<file path="config.mk">
export PLATFORM = sky130hd
export DESIGN_NAME = dpll_nco
export DESIGN_NICKNAME = d
export VERILOG_FILES = /design/src/rtl/dpll_nco.sv
export SDC_FILE = /design/constraint.sdc
export NUM_CORES = 1
export LEC_CHECK = 0
export CAP_MARGIN = 10
export CELL_PAD_IN_SITES_DETAIL_PLACEMENT = 0
export CELL_PAD_IN_SITES_GLOBAL_PLACEMENT = 2
export CORE_MARGIN = 1
export CORE_UTILIZATION = 38
export CTS_CLUSTER_SIZE = 28
export DETAILED_ROUTE_END_ITERATION = 7
export PLACE_DENSITY_LB_ADDON = 0.1
export REMOVE_ABC_BUFFERS = 1
export SLEW_MARGIN = 20
export SYNTH_ARGS = -nofsm -noshare
export SYNTH_HDL_FRONTEND = slang
export SYNTH_SLANG_ARGS = --single-unit
</file>
<file path="constraint.sdc">
create_clock -name clk -period 7.5 [get_ports clk]
set_clock_uncertainty 0.1 [all_clocks]
set_input_delay 2.25 -clock clk [delete_from_list [all_inputs] [get_ports clk]]
set_output_delay 2.25 -clock clk [all_outputs]
set_load 0.03 [all_outputs]
</file>
<file path="src/rtl/dpll_nco.sv">
// Numerically controlled oscillator for the DPLL data separator.
// A phase accumulator advances by freq_word = freq_nom + freq_off each enabled
// cycle; its carry is the bit-cell strobe and its top half is the cell phase.
// freq_off is loaded from the clamped loop-filter correction. When corrections
// stop arriving, holdover starts and the offset decays towards zero.
//
// Input handshake: phase_adj is sampled only on a cycle where phase_adj_valid
// and enable are both high; there is no back-pressure, so every valid pulse is
// consumed on the edge it is presented. rate_change is a single-cycle pulse
// that is always consumed, with or without enable.
module dpll_nco #(
    parameter int ACC_W       = 32,
    parameter int ADJ_SHIFT   = 12,
    parameter int RANGE_SHIFT = 3,
    parameter int HOLD_CELLS  = 64,
    parameter int DECAY_CELLS = 16
) (
    input  logic              clk,
    input  logic              reset_n,
    input  logic              enable,
    input  logic [ACC_W-1:0]  freq_nom,
    input  logic              rate_change,
    input  logic [15:0]       phase_adj,
    input  logic              phase_adj_valid,
    output logic              cell_strobe,
    output logic [15:0]       cell_phase,
    output logic [ACC_W-1:0]  freq_word,
    output logic              clamp_active,
    output logic              adj_hold
);

    localparam int HC_W = $clog2(HOLD_CELLS + 1);
    localparam int DC_W = $clog2(DECAY_CELLS + 1);
    localparam logic [HC_W-1:0] HOLD_MAX   = HC_W'(HOLD_CELLS);
    localparam logic [HC_W-1:0] HOLD_LAST  = HC_W'(HOLD_CELLS - 1);
    localparam logic [DC_W-1:0] DECAY_LAST = DC_W'(DECAY_CELLS - 1);

    logic [ACC_W-1:0]        acc_q, acc_d;
    logic signed [ACC_W-1:0] freq_off_q, freq_off_d;
    logic [ACC_W-1:0]        freq_word_q, freq_word_d;
    logic                    strobe_q, strobe_d;
    logic                    clamp_q, clamp_d;
    logic                    hold_q, hold_d;
    logic [HC_W-1:0]         hold_cnt_q, hold_cnt_d;
    logic [DC_W-1:0]         decay_cnt_q, decay_cnt_d;

    // Correction scaling and clamping, compared as signed 33-bit values so the
    // unsigned limit never wraps into the sign bit.
    logic signed [ACC_W-1:0] adj_ext;
    logic signed [ACC_W-1:0] raw;
    logic signed [ACC_W:0]   raw_x;
    logic signed [ACC_W:0]   lim_x;
    logic signed [ACC_W:0]   neg_lim_x;
    logic signed [ACC_W:0]   clamped_x;
    logic                    clamp_hit;
    logic signed [ACC_W-1:0] decayed;
    logic [ACC_W:0]          sum;

    // Scale, clamp and decay arithmetic feeding the state update.
    always_comb begin
        adj_ext   = ACC_W'(signed'(phase_adj));
        raw       = adj_ext <<< ADJ_SHIFT;
        raw_x     = {raw[ACC_W-1], raw};
        lim_x     = {1'b0, freq_nom >> RANGE_SHIFT};
        neg_lim_x = -lim_x;
        clamped_x = raw_x;
        clamp_hit = 1'b0;
        if (raw_x > lim_x) begin
            clamped_x = lim_x;
            clamp_hit = 1'b1;
        end else if (raw_x < neg_lim_x) begin
            clamped_x = neg_lim_x;
            clamp_hit = 1'b1;
        end
        // -1 >>> 1 stays -1, so force it to zero to let the decay finish.
        if (freq_off_q == -1) decayed = '0;
        else                  decayed = freq_off_q >>> 1;
        sum = {1'b0, acc_q} + {1'b0, freq_word_q};
    end

    // Next-state selection: rate change first, then enabled advance with
    // correction load or holdover bookkeeping.
    always_comb begin
        acc_d       = acc_q;
        freq_off_d  = freq_off_q;
        freq_word_d = freq_nom + $unsigned(freq_off_q);
        strobe_d    = 1'b0;
        clamp_d     = clamp_q;
        hold_d      = hold_q;
        hold_cnt_d  = hold_cnt_q;
        decay_cnt_d = decay_cnt_q;
        if (rate_change) begin
            acc_d       = {1'b1, {(ACC_W-1){1'b0}}};
            freq_off_d  = '0;
            freq_word_d = freq_nom;
            clamp_d     = 1'b0;
            hold_d      = 1'b0;
            hold_cnt_d  = '0;
            decay_cnt_d = '0;
        end else if (enable) begin
            acc_d    = sum[ACC_W-1:0];
            strobe_d = sum[ACC_W];
            if (phase_adj_valid) begin
                freq_off_d  = clamped_x[ACC_W-1:0];
                clamp_d     = clamp_hit;
                hold_d      = 1'b0;
                hold_cnt_d  = '0;
                decay_cnt_d = '0;
            end else if (sum[ACC_W]) begin
                if (hold_cnt_q != HOLD_MAX) begin
                    hold_cnt_d = hold_cnt_q + 1'b1;
                    if (hold_cnt_q == HOLD_LAST) hold_d = 1'b1;
                end
                if (hold_q) begin
                    if (decay_cnt_q == DECAY_LAST) begin
                        decay_cnt_d = '0;
                        freq_off_d  = decayed;
                    end else begin
                        decay_cnt_d = decay_cnt_q + 1'b1;
                    end
                end
            end
        end
    end

    // State registers, cleared asynchronously.
    always_ff @(posedge clk or negedge reset_n) begin
        if (!reset_n) begin
            acc_q       <= '0;
            freq_off_q  <= '0;
            freq_word_q <= '0;
            strobe_q    <= 1'b0;
            clamp_q     <= 1'b0;
            hold_q      <= 1'b0;
            hold_cnt_q  <= '0;
            decay_cnt_q <= '0;
        end else begin
            acc_q       <= acc_d;
            freq_off_q  <= freq_off_d;
            freq_word_q <= freq_word_d;
            strobe_q    <= strobe_d;
            clamp_q     <= clamp_d;
            hold_q      <= hold_d;
            hold_cnt_q  <= hold_cnt_d;
            decay_cnt_q <= decay_cnt_d;
        end
    end

    assign cell_strobe  = strobe_q;
    assign cell_phase   = acc_q[ACC_W-1:ACC_W-16];
    assign freq_word    = freq_word_q;
    assign clamp_active = clamp_q;
    assign adj_hold     = hold_q;

endmodule

</file>
== After elaboration in Yosys (flattened, before gate mapping) ==
Cells that the tools add are included.

* Register bits after elaboration: 111
* Latch bits: 0
* RAM bits: 0
* Memory bits (read-only): 0
* Input bits: 53
* Output and inout bits: 51
* Logic and storage cells: 70
* Memories: 0

* Add/sub/neg operators: 5
* $mul: 0
* Div/mod/pow operators: 0
* Magnitude comparators: 2
* Equality and inequality tests: 4
* Shift operators: 0
* Muxes and demuxes: 36
* Bitwise logic cells: 0
* Reduce and logical (&&, ||, !) cells: 14

{| class="wikitable"
|+ Operator list
! kind !! count
|-
| $mux W32 || 12
|-
| $mux W7 || 5
|-
| $add A32 B32 Y33 || 1
|-
| $lt A28 B33 Y1 || 1
|-
| $neg A29 Y33 || 1
|-
| $add A32 B32 Y32 || 1
|-
| $eq A32 B1 Y1 const B || 1
|-
| $gt A28 B30 Y1 || 1
|-
| $mux W5 || 6
|-
| $reduce_bool A3 Y1 || 6
|-
| $mux W1 || 13
|-
| $reduce_and A4 Y1 || 2
|-
| $add A7 B1 Y7 const B || 1
|-
| $eq A7 B6 Y1 const B || 1
|-
| $ne A7 B7 Y1 const B || 1
|-
| $reduce_and A3 Y1 || 2
|-
| $add A5 B1 Y5 const B || 1
|-
| $eq A5 B4 Y1 const B || 1
|-
| $reduce_and A5 Y1 || 1
|-
| $reduce_bool A2 Y1 || 2
|-
| $reduce_and A2 Y1 || 1
|}

== Depth between registers and ports, before layout ==
Gate-level depths: netlist (run 1).

* Depth in word-level cells: 8
* Mapped depth: 19
* Depth with buffers taken out: 18

== Least setup slack after synthesis (run 1) ==
OpenSTA, ideal clock, no wires.

* Kind: input to register
* From: input freq_nom[5]
* To: register freq_off_q[16]
* Library setup time: 0.150 ns
* Arrival: 6.220 ns
* Data required time: 7.250 ns
* Setup slack: 1.031 ns
* Stages: 16
* Buffers on the path: 2
* Cells stage by stage: buf_2 nor3_1 nand4_1 nor4_1 nand2_1 nor3_1 xnor2_1 ha_1 and4_1 nand4_1 or4_1 a2111oi_4 o21ai_4 buf_2 a221oi_1 a221oi_2

* Word-level cells in the longest chain between the ends: 7
* Elaborated cells on any way between the ends: 8
* Classes of those cells: 1 x add/sub; 2 x order compare; 5 x mux

{| class="wikitable"
|+ Ends and longest elaborated chain
! what !! line !! RTL
|-
| from (decl) || 21 || <nowiki>input logic [ACC_W-1:0] freq_nom,</nowiki>
|-
| $neg A29 Y33 || 65 || <nowiki>neg_lim_x = -lim_x;</nowiki>
|-
| $lt A28 B33 Y1 || 71 || <nowiki>end else if (raw_x < neg_lim_x) begin</nowiki>
|-
| $mux W32 || 71 ||
|-
| $mux W32 (*) || 68 || <nowiki>if (raw_x > lim_x) begin</nowiki>
|-
| $mux W32 (*) || 103 || <nowiki>if (phase_adj_valid) begin</nowiki>
|-
| $mux W32 (*) || 100 || <nowiki>end else if (enable) begin</nowiki>
|-
| $mux W32 (*) || 92 || <nowiki>if (rate_change) begin</nowiki>
|-
| to (signal assigned) || 139 || <nowiki>freq_off_q <= freq_off_d;</nowiki>
|-
| to (decl) || 39 || <nowiki>logic signed [ACC_W-1:0] freq_off_q, freq_off_d;</nowiki>
|}

Mark *: on every way between the ends. The rest lies on a longest branch, timed or not. The select of a mux whose other input is x is not followed.
A chain may end at the register's enable or synchronous reset.

== Worst setup path after layout (run 1) ==
* From: input freq_nom[4]
* To: register freq_off_q[14]

The elaborated chain is that of the path after synthesis.

==> results of run 1 <==
stage by stage:
stage | cells | hold slack, ns | cell area [um^2] | worst slack, ns
global route | 1627 | 0.428 | 11900 | 0.237
finish | 1627 | 0.390 | 11900 | 0.636
global placement | 1611 | 0.364 | 11600 | 0.380
floorplan | 1134 | 0.348 | 9850 | 0.987
detailed placement | 1611 | 0.385 | 11600 | 0.274
CTS | 1627 | 0.397 | 11900 | 0.637
power groups by stage:
stage | Clock (mW) | Combinational, mW | Sequential, mW
3_3_place_gp | 0 | 1.39 | 0.823
4_1_cts | 0.491 | 1.39 | 0.814
5_1_grt | 0.516 | 1.54 | 0.831
2_1_floorplan | 0 | 0.856 | 0.912
3_5_place_dp | 0 | 1.39 | 0.825
6_report | 0.476 | 1.39 | 0.814
registers in the layout (all words and copies together), names as in the netlist:
name	flops
acc_q	32
freq_off_q	32
freq_word	32
hold_cnt_q	7
decay_cnt_q	5
adj_hold	1
cell_strobe	1
clamp_active	1
final timing paths:
check / start / to / slack, ns
max in group asynchronous: reset_n / freq_off_q[16] / 4.52
worst max-delay path: freq_nom[4] / freq_off_q[14] / 0.64
worst max register to register: freq_word[15] / freq_off_q[15] / 3.90
worst min register to register: decay_cnt_q[3] / decay_cnt_q[3] / 0.39
min in group asynchronous: reset_n / acc_q[6] / 1.81
worst min-delay path: decay_cnt_q[3] / decay_cnt_q[3] / 0.39
cell type report:
type / count / share of cell area [%]
timing repair buffer: 142 / 11.1
tap: 335 / 3.53
clock buffer: 9 / 1.90
sequential: 111 / 23.4
clock inverter: 7 / 0.474
multi-input combinational: 971 / 58.0
inverter: 52 / 1.64
cell families (layout without fill, tap and decap cells):
family	after synthesis	after routing	share of synthesized area [%]
compound gates	408	408	27.2
xor+xnor	71	71	6.10
fa+ha+maj	106	106	13.2
buf+inv	119	210	5.25
flops	111	111	27.3
mux	30	30	3.03
simple gates	356	356	17.9
worst max-delay path, stage by stage:
cell and delay (ns):
clkdlybuf4s50_1 0.42, inv_1 0.09, ha_1 0.26, nor2b_1 0.23, nand4_1 0.19, nor4_1 0.29
buf_4 0.18, and2_1 0.18, nand4_1 0.13, xnor2_1 0.17, ha_1 0.30, and4_1 0.23
nand4_1 0.14, or4_1 0.59, a2111oi_4 0.36, o21ai_4 0.24, buf_4 0.23, nor3b_2 0.15
a221oi_1 0.08, a221oi_2 0.30
per-layer routing:
layer | share of wire, % | up-vias
li1 | - | 4659
met1 | 51 | 4379
met2 | 44 | 209
met3 | 3.3 | 35
met4 | 2.1 | 0
met5 | 0 | -
synthesized netlist by cell type, drive strengths merged, types with 10 or more instances:
| library cell | n | area share, % |
|---|---|---|
| buf | 29 | 1.9 |
| xnor2 | 50 | 4.3 |
| nor3b | 12 | 1.2 |
| mux2i | 23 | 2.3 |
| dfrtp | 111 | 27 |
| a221oi | 18 | 2.2 |
| inv | 50 | 1.8 |
| nand2 | 84 | 3.1 |
| clkbuf | 38 | 1.4 |
| nand4 | 27 | 1.7 |
| o21ai | 82 | 4.1 |
| and3 | 13 | 0.80 |
| xor2 | 21 | 1.8 |
| nor2 | 98 | 3.6 |
| nor4 | 14 | 1.2 |
| nand3 | 35 | 1.7 |
| o31ai | 12 | 0.88 |
| and2 | 10 | 0.61 |
| ha | 104 | 13 |
| o21a | 16 | 1.2 |
| a31oi | 19 | 1.2 |
| a21oi | 103 | 5.1 |
| a211oi | 21 | 1.5 |
| a21o | 49 | 3.6 |
| nor3 | 18 | 0.99 |
| a22o | 14 | 1.2 |
==> impl_results.md, run 1 <==
- Port Buf Inserts: 103
- CTS Hold Bufs: 0
- First-pass GRT wire length: around 49 mm
- Grt met2 use: a little over a third
- TNS Setup: 0 ns
- ANT nets after route: 0
- Most common cell after layout, fill and taps aside: dfrtp_1
- Crit path launch type: input port
- Inserted Diodes: 0
- Pre-antenna DRT Iters: 7
- Synthesized area: 0.0102 mm^2
- Avg Inst Size Synth: 8.49 um^2
- Initial antenna violation count: 0
- DR vias/cell: 5.70
- Main flop type after synthesis: dfrtp_1
- Grt ovf: 0
- GR Util met1: 32.6%
- Final nets: 1446
- Register area: 0.00278 mm^2
- Critical Path End Type: flop
- Relative slew slack: 26.4%
- Clock Power Share: 17.7%
- Number of global-route vias before repair: 8899
- CORE AREA: between 0.02 and 0.03 mm^2
- Yosys reg bits: 111
- Max Fclk: between 100 and 150 MHz
- Commonest non-fill, non-tap cells in the layout: 111 x dfrtp_1, 104 x ha_1, 101 x a21oi_1, 101 x clkdlybuf4s50_1, 97 x nor2_1
- R2R depth: 9
- Pwr dens: 226 mW/mm^2
- Routed WL: 30.5 mm
- CTS tree: done
- Static Leak: 5.35 nW
- RSZ-0062 raised after global routing: false
- Overall global routing resource usage: 22.4%
- Async S/R FF share, synth: 100%
- Gate power share: about half
- Total CTS buffers: 9
- Fin. max-slew vios: 0
- Initial drt markers: roughly 700
- GRT Max-Usage Layer: met2
- Post CTS Setup Buffer Count: 0
- IO Pins: 104
- Die W: 166 um
- Net Sw Power: approximately 1.1 mW
- Largest net degree at the start of global routing: 77
- YS warnings: 0
- Row cnt: between 50 and 60
- Unique cell type count in the Yosys netlist: 74
- Met3 Use GR: 1.84%
- Remaining DRCs: 10
- Die footprint: 0.0275 mm^2
- Kind of critical path: input port to flop
- Final setup violation count: 0
- Period utilization: 91.5%
- Sequential Power Share: 30.3%
- Hold WC Path Type: flop to flop
- Worst-Skew Late Latency: roughly 0.36 ns
- Sw Ratio: a little over two fifths
- Post-Synthesis Cells: 1201
- Worst VDD drop: 0.106 mV
- Worst-path clk slew: 0.08 ns
- Post-CTS sizing: 0
- Initial core utilization: 38.9%
- Vias: 9282
- Die height: roughly 170 um
- Hold Vio Cnt, Final: 0
- Required time of the critical path: about 7.7 ns
- Share of layout cells above drive strength 1: 7.97%
- DR WL/cell: roughly 19 um
- Total Power: 2.68 mW
- CTS Root Buffer Type: clkbuf_16
- EDFF count, synth: 0
- Hold Path Depth: 1
- Placer congestion estimate: 0.851
- Area grow syn2layout: 16.6%
- Clk buf depth: 2
- Max-cap violations: 0
- Critical-path maximum fanout: 19
- CTS sink cnt: 111
- # fillers: 2576
- Status: complete, but fails checks
- Worst slew pin tran: about 1.1 ns
- Tmin final: 6.86 ns
- Arrival @ worst endpoint: between 7 and 8 ns
- Post-synthesis sequential area ratio: a little over a quarter
- Hpwl dp: 23.7 mm
- Failing checks: design-rule violations
- Multi-input logic area: 0.00689 mm^2
- Fin util: 45.3%
- P_int: 1.54 mW
- H-tree Lvls: 3
Note: power is estimated with default switching activity, not from simulation.
==> run 2, diff against run 1 <==
Settings changed: SETUP_SLACK_MARGIN from default to 0.2, SKIP_LAST_GASP from default to 1.
==> results of run 2 <==
No change in the layout: final DEF, timing and power equal those of run 1.
==> run 3, diff against run 2 <==
Settings changed: REMOVE_ABC_BUFFERS 1 to default.
==> run 3 against run 2 <==
  * The flow still finishes with violations (design-rule violations)
  * Register-to-register slack worse by 0.05 ns
  * Cell count unchanged
  * Largest cell class unchanged
  * Critical endpoint is now freq_off_q[13]
  * Flip-flop and latch count unchanged
==> impl_results.md, run 3 (same netlist as run 1, synthesis figures left out) <==
- Status: complete, but fails checks
- Failing checks: design-rule violations
- Max Fclk: 143 MHz (-1.5%)
- Fin cells: 1627 (unchanged)
- Pwr dens: 226 mW/mm^2 (+0.25%)
- Initial drt markers: 606 (-15%)
- CTS sink cnt: 111 (unchanged)
- Total CTS buffers: 9 (unchanged)
- CTS Root Buffer Type: clkbuf_16
- Fin. max-slew vios: 0 (unchanged)
- Worst slew pin tran: 1.08 ns (-0.0234 ns)
- Die height: 166 um (unchanged)
- CORE AREA: 0.0262 mm^2 (unchanged)
- Placed Instances: 1609 (-0.12%)
- Die W: 166 um (unchanged)
- Hold WC Path Type: flop to flop
- Period utilization: 92.9% (+1.4 points)
- Hpwl dp: 23.9 mm (+1.0%)
- Initial antenna violation count: 0 (unchanged)
- Grt ovf: 0 (unchanged)
- Final Instance Area: 0.0119 mm^2 (+0.12%)
- Port Buf Inserts: 103 (unchanged)
- DP Worst Slack: 0.130 ns (-0.144 ns)
- Static Leak: 5.36 nW (+0.14%)
- Hold Vio Cnt, Final: 0 (unchanged)
- ANT nets after route: 0 (unchanged)
- DR WL/cell: 19.1 um (+1.9%)
- Final setup violation count: 0 (unchanged)
- CTS Hold Bufs: 0 (unchanged)
- Worst Slack Setup Final: 0.529 ns (-0.107 ns)
- Required time of the critical path: 7.59 ns (-0.07 ns)
- DR vias/cell: 5.75 (+0.74%)
- Die footprint: 0.0275 mm^2 (unchanged)
- Vias: 9351 (+0.74%)
- Remaining DRCs: 9 (-1)
- TNS Setup: 0 ns (unchanged)
- Overall global routing resource usage: 22.5% (+0.14 points)
- # fillers: 2597 (+0.82%)
- Max-cap violations: 0 (unchanged)
- Commonest non-fill, non-tap cells in the layout: 111 x dfrtp_1, 104 x ha_1, 101 x a21oi_1, 101 x clkdlybuf4s50_1, 97 x nor2_1
- DP Area: 0.0116 mm^2 (-0.13%)
- Share of layout cells above drive strength 1: 8.05% (+0.077 points)
- Routed WL: 31.1 mm (+1.9%)
- Syn_nets: between 1000 and 1500
- Arrival @ worst endpoint: 7.06 ns (+0.04 ns)
- Clk buf depth: 2 (unchanged)
- Initial core utilization: 38.9% (unchanged)
- Worst-Skew Late Latency: 0.35 ns (about the same)
- Worst VDD drop: 0.105 mV (-1.0%)
- Area grow syn2layout: 16.7%
- IO Pins: 104 (unchanged)
- Most common cell after layout, fill and taps aside: dfrtp_1
- Critical-path maximum fanout: 10 (-9)
- H-tree Lvls: 3 (unchanged)
- Fin Hold WS: 0.387 ns (-0.00243 ns)
- Final nets: 1446 (unchanged)
- RSZ-0062 raised after global routing: false
- Crit path launch type: input port
- First-pass GRT wire length: 49.5 mm (+0.97%)
- Critical Path End Type: flop
- Kind of critical path: input port to flop
- Worst-path clk slew: 0.08 ns (about the same)
- Inserted Diodes: 0 (unchanged)
- Placer congestion estimate: 0.876 (+2.9%)
- Pre-antenna DRT Iters: 7 (unchanged)
- Tmin final: 6.97 ns (+0.107 ns)
- CTS tree: done
- Relative slew slack: 27.9% (+1.6 points)
- Row cnt: 59 (unchanged)
- Number of global-route vias before repair: 8930 (+0.35%)
- Largest net degree at the start of global routing: 75 (-2.6%)
-- run 3: per-stage QoR --
| step | power [mW] | utilization, % |
|---|---|---|
| 2_1_floorplan | 1.83 | - |
| 3_3_place_gp | 2.21 | 44.2 |
| 3_5_place_dp | 2.21 | 44.2 |
| 4_1_cts | 2.70 | 45.3 |
| 5_1_grt | 2.90 | 45.4 |
| 6_report | 2.69 | 45.4 |
-- run 3: worst max-delay path, cell delays in order --
cell and delay, ns:
clkdlybuf4s50_1 0.48, inv_1 0.12, ha_1 0.24, nor2b_1 0.26
nand4_1 0.24, nor4_2 0.27, buf_4 0.17, and2_1 0.20
nand4_1 0.14, xnor2_1 0.19, ha_1 0.30, and4_1 0.21
nand4_1 0.13, or4_1 0.58, a2111oi_4 0.30, buf_4 0.20
o21ai_2 0.17, a221oi_1 0.46, a221oi_2 0.13
-- run 3: area by class of cell --
class	count	area, um^2	share of cell area [%]
Sequential cell	111	2780	23.3
Timing Repair Buffer	141	1310	11.0
Tap cell	335	419	3.52
Multi-Input combinational cell	972	6910	58.1
Clock buffer	11	243	2.04
Inverter	52	195	1.64
Clock inverter	5	42.5	0.358
-- run 3: layer usage --
metal | global-route usage, % | share of wire, % | vias up
met3 | 2.14 | 3.4 | 19
li1 | - | - | 4651
met1 | 33.1 | 51 | 4482
met2 | 35.4 | 44 | 199
met5 | 0 | 0 | -
met4 | 5.24 | 1.3 | 0
-- run 3: worst paths after layout --
kind / start / to / slack, ns / cells after the start
worst max-delay path: freq_nom[4] / freq_off_q[13] / 0.53 / 19
worst min-delay path: decay_cnt_q[3] / decay_cnt_q[3] / 0.39 / 1
worst max register to register: freq_off_q[0] / freq_word[28] / 3.85 / 12
worst min register to register: decay_cnt_q[3] / decay_cnt_q[3] / 0.39 / 1
max in group asynchronous: reset_n / freq_word[12] / 4.21 / 2
min in group asynchronous: reset_n / acc_q[1] / 1.95 / 1
-- run 3: repair_timing --
| item | 4_1_cts | 5_1_grt |
|---|---|---|
| gates resized for setup | 0 | 2 |
| setup buffers | 0 | 1 |
| setup endpoints to repair | 0 | 28 |
-- run 3: where the power goes --
| group | switching, mW | internal (mW) |
|---|---|---|
| registers | 0.109 | 0.707 |
| logic | 0.793 | 0.600 |
| clock network | 0.245 | 0.239 |
